==> src/rtl/reset_seq_pf_if.sv <==
// Reset sequencer domain-side bundle: control inputs, per-domain resets,
// ready acknowledges and status flags.
interface reset_seq_pf_if #(
    parameter int NUM_DOMAINS = 4
);
    logic                   FF_US_RESTORE;
    logic                   SW_RST_REQ;
    logic [NUM_DOMAINS-1:0] DOMAIN_READY;
    logic [NUM_DOMAINS-1:0] DOMAIN_RESET_N;
    logic                   ALL_RELEASED;
    logic                   SEQ_BUSY;
    logic [NUM_DOMAINS-1:0] READY_ERR;

    modport master (
        input  FF_US_RESTORE,
        input  SW_RST_REQ,
        input  DOMAIN_READY,
        output DOMAIN_RESET_N,
        output ALL_RELEASED,
        output SEQ_BUSY,
        output READY_ERR
    );

    modport slave (
        output FF_US_RESTORE,
        output SW_RST_REQ,
        output DOMAIN_READY,
        input  DOMAIN_RESET_N,
        input  ALL_RELEASED,
        input  SEQ_BUSY,
        input  READY_ERR
    );
endinterface

==> src/rtl/reset_seq_pf.sv <==
// Staged multi-domain reset release sequencer with stretch, gap and ready wait.
// Optional ready timeout enabled by defining RESET_SEQ_READY_TIMEOUT_EN.
module reset_seq_pf #(
    parameter int NUM_DOMAINS    = 4,
    parameter int STRETCH_CYCLES = 16,
    parameter int GAP_CYCLES     = 8,
    parameter int SYNC_STAGES    = 2,
    parameter int READY_TIMEOUT  = 1024
) (
    input logic            CLK,
    input logic            INTERNAL_RST,
    reset_seq_pf_if.master bus
);
    localparam int IW = (NUM_DOMAINS > 1) ? $clog2(NUM_DOMAINS) : 1;
    localparam logic [15:0] STR_LAST = 16'(STRETCH_CYCLES - 1);
    localparam logic [15:0] GAP_LAST =
        (GAP_CYCLES == 0) ? 16'd0 : 16'(GAP_CYCLES - 1);
    localparam logic [IW-1:0] LAST_IDX = IW'(NUM_DOMAINS - 1);

    if (NUM_DOMAINS < 1 || NUM_DOMAINS > 8 ||
        STRETCH_CYCLES < 1 || STRETCH_CYCLES > 65535 ||
        GAP_CYCLES < 0 || GAP_CYCLES > 65535 ||
        SYNC_STAGES < 2 || SYNC_STAGES > 4 ||
        READY_TIMEOUT < 1 || READY_TIMEOUT > 65535) begin : g_bad_param
        $error("reset_seq_pf: illegal parameter value");
    end

    typedef enum logic [2:0] {
        HOLD, STRETCH, RELEASE, WAIT_READY, GAP, RUN
    } state_t;

    state_t                 state_q;
    logic [SYNC_STAGES-1:0] sync_q;
    logic [15:0]            cnt_q;
    logic [15:0]            cnt_d;
    logic [IW-1:0]          idx_q;
    logic [IW-1:0]          idx_d;
    logic [NUM_DOMAINS-1:0] rst_n_q;
    logic                   all_rel_q;
    logic                   busy_q;
    logic                   sync_rise;
    logic                   ready_ok;
    logic                   tmo_hit;
    logic                   wr_done;

    assign sync_rise = sync_q[SYNC_STAGES-2] & ~sync_q[SYNC_STAGES-1];
    assign cnt_d     = (cnt_q == 16'hFFFF) ? cnt_q : cnt_q + 16'd1;
    assign idx_d     = idx_q + IW'(1);
    // A domain still held by the sequencer cannot acknowledge.
    assign ready_ok  = bus.DOMAIN_READY[idx_q] & rst_n_q[idx_q];
    assign wr_done   = ready_ok | tmo_hit;

`ifdef RESET_SEQ_READY_TIMEOUT_EN
    localparam logic [15:0] TMO_LAST = 16'(READY_TIMEOUT - 1);
    logic [NUM_DOMAINS-1:0] err_q;
    assign tmo_hit       = ~ready_ok & (cnt_q == TMO_LAST);
    assign bus.READY_ERR = err_q;
`else
    assign tmo_hit       = 1'b0;
    assign bus.READY_ERR = '0;
`endif

    always_ff @(posedge CLK or negedge INTERNAL_RST) begin
        if (!INTERNAL_RST) sync_q <= '0;
        else               sync_q <= {sync_q[SYNC_STAGES-2:0], 1'b1};
    end

    always_ff @(posedge CLK or negedge INTERNAL_RST) begin
        if (!INTERNAL_RST) begin
            state_q   <= HOLD;
            cnt_q     <= '0;
            idx_q     <= '0;
            rst_n_q   <= '0;
            all_rel_q <= 1'b0;
            busy_q    <= 1'b0;
`ifdef RESET_SEQ_READY_TIMEOUT_EN
            err_q     <= '0;
`endif
        end else if (bus.SW_RST_REQ && state_q != HOLD) begin
            state_q   <= STRETCH;
            cnt_q     <= '0;
            idx_q     <= '0;
            rst_n_q   <= '0;
            all_rel_q <= 1'b0;
            busy_q    <= 1'b1;
        end else begin
            unique case (state_q)
                HOLD: begin
                    if (sync_rise) begin
                        state_q <= STRETCH;
                        cnt_q   <= '0;
                        busy_q  <= 1'b1;
                    end
                end
                STRETCH: begin
                    if (cnt_q == STR_LAST) begin
                        rst_n_q[0] <= 1'b1;
                        idx_q      <= '0;
                        cnt_q      <= '0;
                        state_q    <= WAIT_READY;
                    end else begin
                        cnt_q <= cnt_d;
                    end
                end
                WAIT_READY: begin
                    if (wr_done) begin
`ifdef RESET_SEQ_READY_TIMEOUT_EN
                        if (tmo_hit) err_q[idx_q] <= 1'b1;
`endif
                        cnt_q <= '0;
                        if (idx_q == LAST_IDX) begin
                            state_q   <= RUN;
                            all_rel_q <= 1'b1;
                            busy_q    <= 1'b0;
                        end else if (GAP_CYCLES == 0) begin
                            rst_n_q[idx_d] <= 1'b1;
                            idx_q          <= idx_d;
                        end else begin
                            state_q <= GAP;
                        end
                    end
`ifdef RESET_SEQ_READY_TIMEOUT_EN
                    else cnt_q <= cnt_d;
`endif
                end
                GAP: begin
                    if (cnt_q == GAP_LAST) begin
                        rst_n_q[idx_d] <= 1'b1;
                        idx_q          <= idx_d;
                        cnt_q          <= '0;
                        state_q        <= WAIT_READY;
                    end else begin
                        cnt_q <= cnt_d;
                    end
                end
                RUN: ;
                default: state_q <= HOLD;
            endcase
        end
    end

    // Flash-freeze restore overrides outputs only; sequencer state is kept.
    assign bus.DOMAIN_RESET_N =
        rst_n_q | {NUM_DOMAINS{bus.FF_US_RESTORE}};
    assign bus.ALL_RELEASED = all_rel_q;
    assign bus.SEQ_BUSY     = busy_q;
endmodule

==> src/flat_wrapper.sv <==
// flat-port wrapper written by rule: the top's interface ports become plain ports
module reset_seq_pf_flat 
#(
    parameter int NUM_DOMAINS    = 4,
    parameter int STRETCH_CYCLES = 16,
    parameter int GAP_CYCLES     = 8,
    parameter int SYNC_STAGES    = 2,
    parameter int READY_TIMEOUT  = 1024
)
  (CLK, INTERNAL_RST, bus_FF_US_RESTORE, bus_SW_RST_REQ, bus_DOMAIN_READY, bus_DOMAIN_RESET_N, bus_ALL_RELEASED, bus_SEQ_BUSY, bus_READY_ERR);
  reset_seq_pf_if #(.NUM_DOMAINS(NUM_DOMAINS)) bus_i ();
  input logic CLK;
  input logic INTERNAL_RST;
  input wire logic [$bits(bus_i.FF_US_RESTORE)-1:0] bus_FF_US_RESTORE;
  input wire logic [$bits(bus_i.SW_RST_REQ)-1:0] bus_SW_RST_REQ;
  input wire logic [$bits(bus_i.DOMAIN_READY)-1:0] bus_DOMAIN_READY;
  output wire logic [$bits(bus_i.DOMAIN_RESET_N)-1:0] bus_DOMAIN_RESET_N;
  output wire logic [$bits(bus_i.ALL_RELEASED)-1:0] bus_ALL_RELEASED;
  output wire logic [$bits(bus_i.SEQ_BUSY)-1:0] bus_SEQ_BUSY;
  output wire logic [$bits(bus_i.READY_ERR)-1:0] bus_READY_ERR;
  assign bus_i.FF_US_RESTORE = bus_FF_US_RESTORE;
  assign bus_i.SW_RST_REQ = bus_SW_RST_REQ;
  assign bus_i.DOMAIN_READY = bus_DOMAIN_READY;
  assign bus_DOMAIN_RESET_N = bus_i.DOMAIN_RESET_N;
  assign bus_ALL_RELEASED = bus_i.ALL_RELEASED;
  assign bus_SEQ_BUSY = bus_i.SEQ_BUSY;
  assign bus_READY_ERR = bus_i.READY_ERR;
  reset_seq_pf #(.NUM_DOMAINS(NUM_DOMAINS), .STRETCH_CYCLES(STRETCH_CYCLES), .GAP_CYCLES(GAP_CYCLES), .SYNC_STAGES(SYNC_STAGES), .READY_TIMEOUT(READY_TIMEOUT)) u_core (.CLK(CLK), .INTERNAL_RST(INTERNAL_RST), .bus(bus_i));
endmodule
==> config.mk <==
export PLATFORM = sky130hd
export DESIGN_NAME = reset_seq_pf_flat
export DESIGN_NICKNAME = d
export VERILOG_FILES = /design/src/rtl/reset_seq_pf_if.sv /design/src/rtl/reset_seq_pf.sv /design/src/flat_wrapper.sv
export SDC_FILE = /design/constraint.sdc
export NUM_CORES = 1
export LEC_CHECK = 0
export BUFFER_PORTS_ARGS = -buffer_cell sky130_fd_sc_hd__buf_2
export CAP_MARGIN = 20
export CORE_ASPECT_RATIO = 1.4
export CORE_MARGIN = 2
export CORE_UTILIZATION = 50
export CTS_BUF_LIST = sky130_fd_sc_hd__clkbuf_8
export DETAILED_ROUTE_END_ITERATION = 12
export GPL_ROUTABILITY_DRIVEN = 0
export PLACE_DENSITY = 0.75
export SKIP_CTS_REPAIR_TIMING = 1
export SLEW_MARGIN = 25
export SYNTH_ARGS = -nofsm -noshare
export SYNTH_HDL_FRONTEND = slang
export SYNTH_SLANG_ARGS = --single-unit
==> constraint.sdc <==
create_clock -name CLK -period 2.45 [get_ports CLK]
set_input_delay 0.245 -clock CLK [delete_from_list [all_inputs] [get_ports CLK]]
set_output_delay 0.245 -clock CLK [all_outputs]
set_load 0.05 [all_outputs]
==> flow_metrics.py <==
metrics = {
    "drt": {
        "drc": 0,
        "via_per_inst": 5.75,
        "routed_wirelength_mm": 3.78,
        "dr.pass1.iters": 4,
        "antenna_left": 0,
        "avgRoutedWirePerCell_um": 14.6,
        "vias": 1489,
        "drt_iter0_markers": 57,
    },
    "critical_path": {
        "crit_family": "simple AND/OR/NAND/NOR gates",
        "crit_path_start_kind": "flop",
        "cpPeakStageDelay_ns": 0.52,
        "crit_chain": "or3b_2 > nor2_1 > o21a_1 > or2_1 > buf_4 > nor2_1 > o311ai_2",
        "crit_path_frequent_cell": "nor2_1",
        "path_buf_inv": 1,
        "path_class": "flop to flop",
        "worstPathMaxFanout": 12,
        "crit_slowest_cell": "or3b_2",
        "crit_arrival_ns": 2.47,
        "required_ns": 2.64,
        "end_kind": "flop",
    },
    "clocking": {
        "cts_root_buf": "clkbuf_8",
        "cts_tree": "done",
        "cts_buffers": 5,
        "htreeDepth": 2,
        "cts_buffer_depth": 2,
        "clk_pin_slew_ns": 0.07,
        "clock_latency_ns": 0.29,
        "clock-sinks": 29,
    },
    "power": {
        "power_density_mw_per_mm2": 876,
        "peakVddDrop_uv": 707,
        "leakage_nw": 0.836,
    },
    "layout": {
        "final_cell_count_no_fill": 259,
        "mostFrequentLayoutCells": "dfrtp_1 (29), nor2_1 (26), nand2_1 (14), nand3_1 (14)",
        "final_common_cell": "dfrtp_1",
        "diodes": 0,
        "fill_cells": 309,
        "layout-drive-gt1-share_pct": 16.9,
        "fin_nets": 231,
        "multi_input_area_um2": 921,
        "post-route-util_pct": 58.2,
        "syn2layout_area_growth_pct": 12.2,
        "seqCellArea_um2": 726,
    },
    "yosys": {
        "ys_seq_area_share_pct": 41.8,
        "synth_edf_count": 0,
        "synth_cell_types": 46,
        "synthFlopType": "dfrtp_1",
        "ys_warn_count": 0,
        "ys_top_cells_by_area": "dfrtp_1 (42%), nor2_1 (5.6%), xnor2_1 (4.5%)",
        "syn_area_mm2": 0.00174,
        "synthArstFlopShare_pct": 100,
        "synth-seq-cells": 29,
        "avgSynthCellArea_um2": 8.65,
        "synth_top_area_share_pct": 41.8,
        "syn_inst": 201,
        "yosys.area.top_type": "dfrtp_1",
    },
    "global_route": {
        "grt_max_degree": 30,
        "grt_pass1_wl_mm": 6.48,
        "grt_pass1_vias": 1461,
        "met3_usage_pct": 5.69,
        "grt-busiest-layer": "met2",
        "grt.met2_usage_pct": 38.6,
        "overflow": 0,
        "antenna_found_initial": 0,
        "grt_usage_pct": 22.6,
        "use_met1_pct": 25.3,
    },
    "floorplan": {
        "pin_count": 18,
        "initial_utilization_pct": 51.9,
        "dieArea_mm2": 0.00397,
        "rows": 25,
        "fp.dieH_um": 73.8,
        "die_x_um": 53.8,
        "core_area_mm2": 0.00335,
    },
    "run": {
        "cap_violations": 0,
    },
    "timing": {
        "drv_slew": 0,
        "period_share_pct": 93.2,
        "fin_skew_ns": 0.00871,
        "hold_ws_ns": -0.0287,
        "fin_setup_tns_ns": 0,
        "fmax_mhz": 438,
        "final-hold-violation-count": 29,
        "finalSetupViolations": 0,
        "maxSlewHeadroom_pct": 53.3,
        "tightest_slew_ns": 0.694,
        "fin_crit_ns": 2.28,
        "rsz0062_at_grt": "no",
        "layout_setup_ws_ns": 0.167,
    },
    "placement": {
        "io_buffer_count": 13,
        "post-place-ws_ns": 0.203,
        "placed_cells": 251,
        "dp_hpwl_mm": 2.83,
    },
    "worst_hold_path": {
        "hp-class": "primary input to async pin",
    },
    "outcome": {
        "status": "finished, violations left",
        "violations": "negative hold slack",
    },
}
==> registers in the layout, indices dropped and copies added, names as in the netlist <==
signal                   flops
u_core.bus.ALL_RELEASED      1
u_core.bus.SEQ_BUSY          1
u_core.cnt_q                16
u_core.idx_q                 2
u_core.rst_n_q               4
u_core.state_q               3
u_core.sync_q                2
==> logic make-up (layout without fill, tap and decap cells) <==
kind of cell,count (synthesis),in the layout,synth area share [%]
AND/OR/NAND/NOR,93,93,27.8
other,2,5,0.432
multiplexers,2,2,1.15
buffers and inverters,22,37,5.90
adder cells (fa/ha/maj),5,5,3.60
XOR/XNOR,9,9,4.54
flip-flops,29,29,41.8
AO/OA/AOI/OAI,39,39,14.8
==> Yosys cell counts, types with 3 or more instances <==
cell / n
o21ai_0: 7
nand3_1: 14
nand2_1: 14
buf_4: 4
dfrtp_1: 29
inv_1: 9
nor2_1: 26
nor4_1: 10
a21oi_1: 13
or4_1: 3
clkbuf_1: 5
ha_1: 5
or2_2: 5
o21a_1: 4
buf_2: 3
nor3_1: 4
xnor2_1: 9
==> power by group <==
part | internal [mW] | switching (mW)
clock network | 0.253 | 0.179
registers | 0.534 | 0.0637
logic | 0.265 | 0.413
==> cell type report <==
type	instances	share of cell area, %
clock buffer	7	4.94
clock inverter	1	0.257
inverter	9	1.73
multi-input combinational	153	47.2
sequential	29	37.2
tap	40	2.57
timing repair buffer	20	6.03
==> final timing paths <==
kind | start | endpoint | slack [ns] | cells past startpoint
min reg2reg | u_core.sync_q[0] | u_core.sync_q[1] | 0.40 | 0
max | u_core.state_q[0] | u_core.cnt_q[9] | 0.17 | 7
max in group asynchronous | INTERNAL_RST | u_core.rst_n_q[3] | 2.06 | 1
min | INTERNAL_RST | u_core.cnt_q[5] | -0.03 | 1
max reg2reg | u_core.state_q[0] | u_core.cnt_q[9] | 0.17 | 7
min in group CLK | bus_SW_RST_REQ | u_core.state_q[1] | 0.24 | 2
==> metrics by stage <==
stage / power, mW / hold slack (ns) / area [um2]
after global routing: 1.82 / 0.0420 / 1950
final: 1.71 / -0.0287 / 1950
after global placement: 1.28 / 0.300 / 1850
after floorplan: 1.10 / -0.0506 / 1750
after CTS: 1.72 / -0.00582 / 1950
after detailed placement: 1.28 / 0.308 / 1850
==> layer usage <==
layer | vias up | part of all wire, % | routed length [um]
li1 | 734 | - | -
met4 | 0 | 1.9 | 70
met3 | 7 | 3.8 | 142
met2 | 34 | 54 | 2030
met1 | 714 | 41 | 1540
met5 | - | 0 | 0
==> worst register-to-register path: stages, from the launching register on <==
cell	delay (ns)
dfrtp_1	0.47
or3b_2	0.52
nor2_1	0.26
o21a_1	0.22
or2_1	0.18
buf_4	0.20
nor2_1	0.09
o311ai_2	0.25
Note: power is estimated with default switching activity, not from simulation.
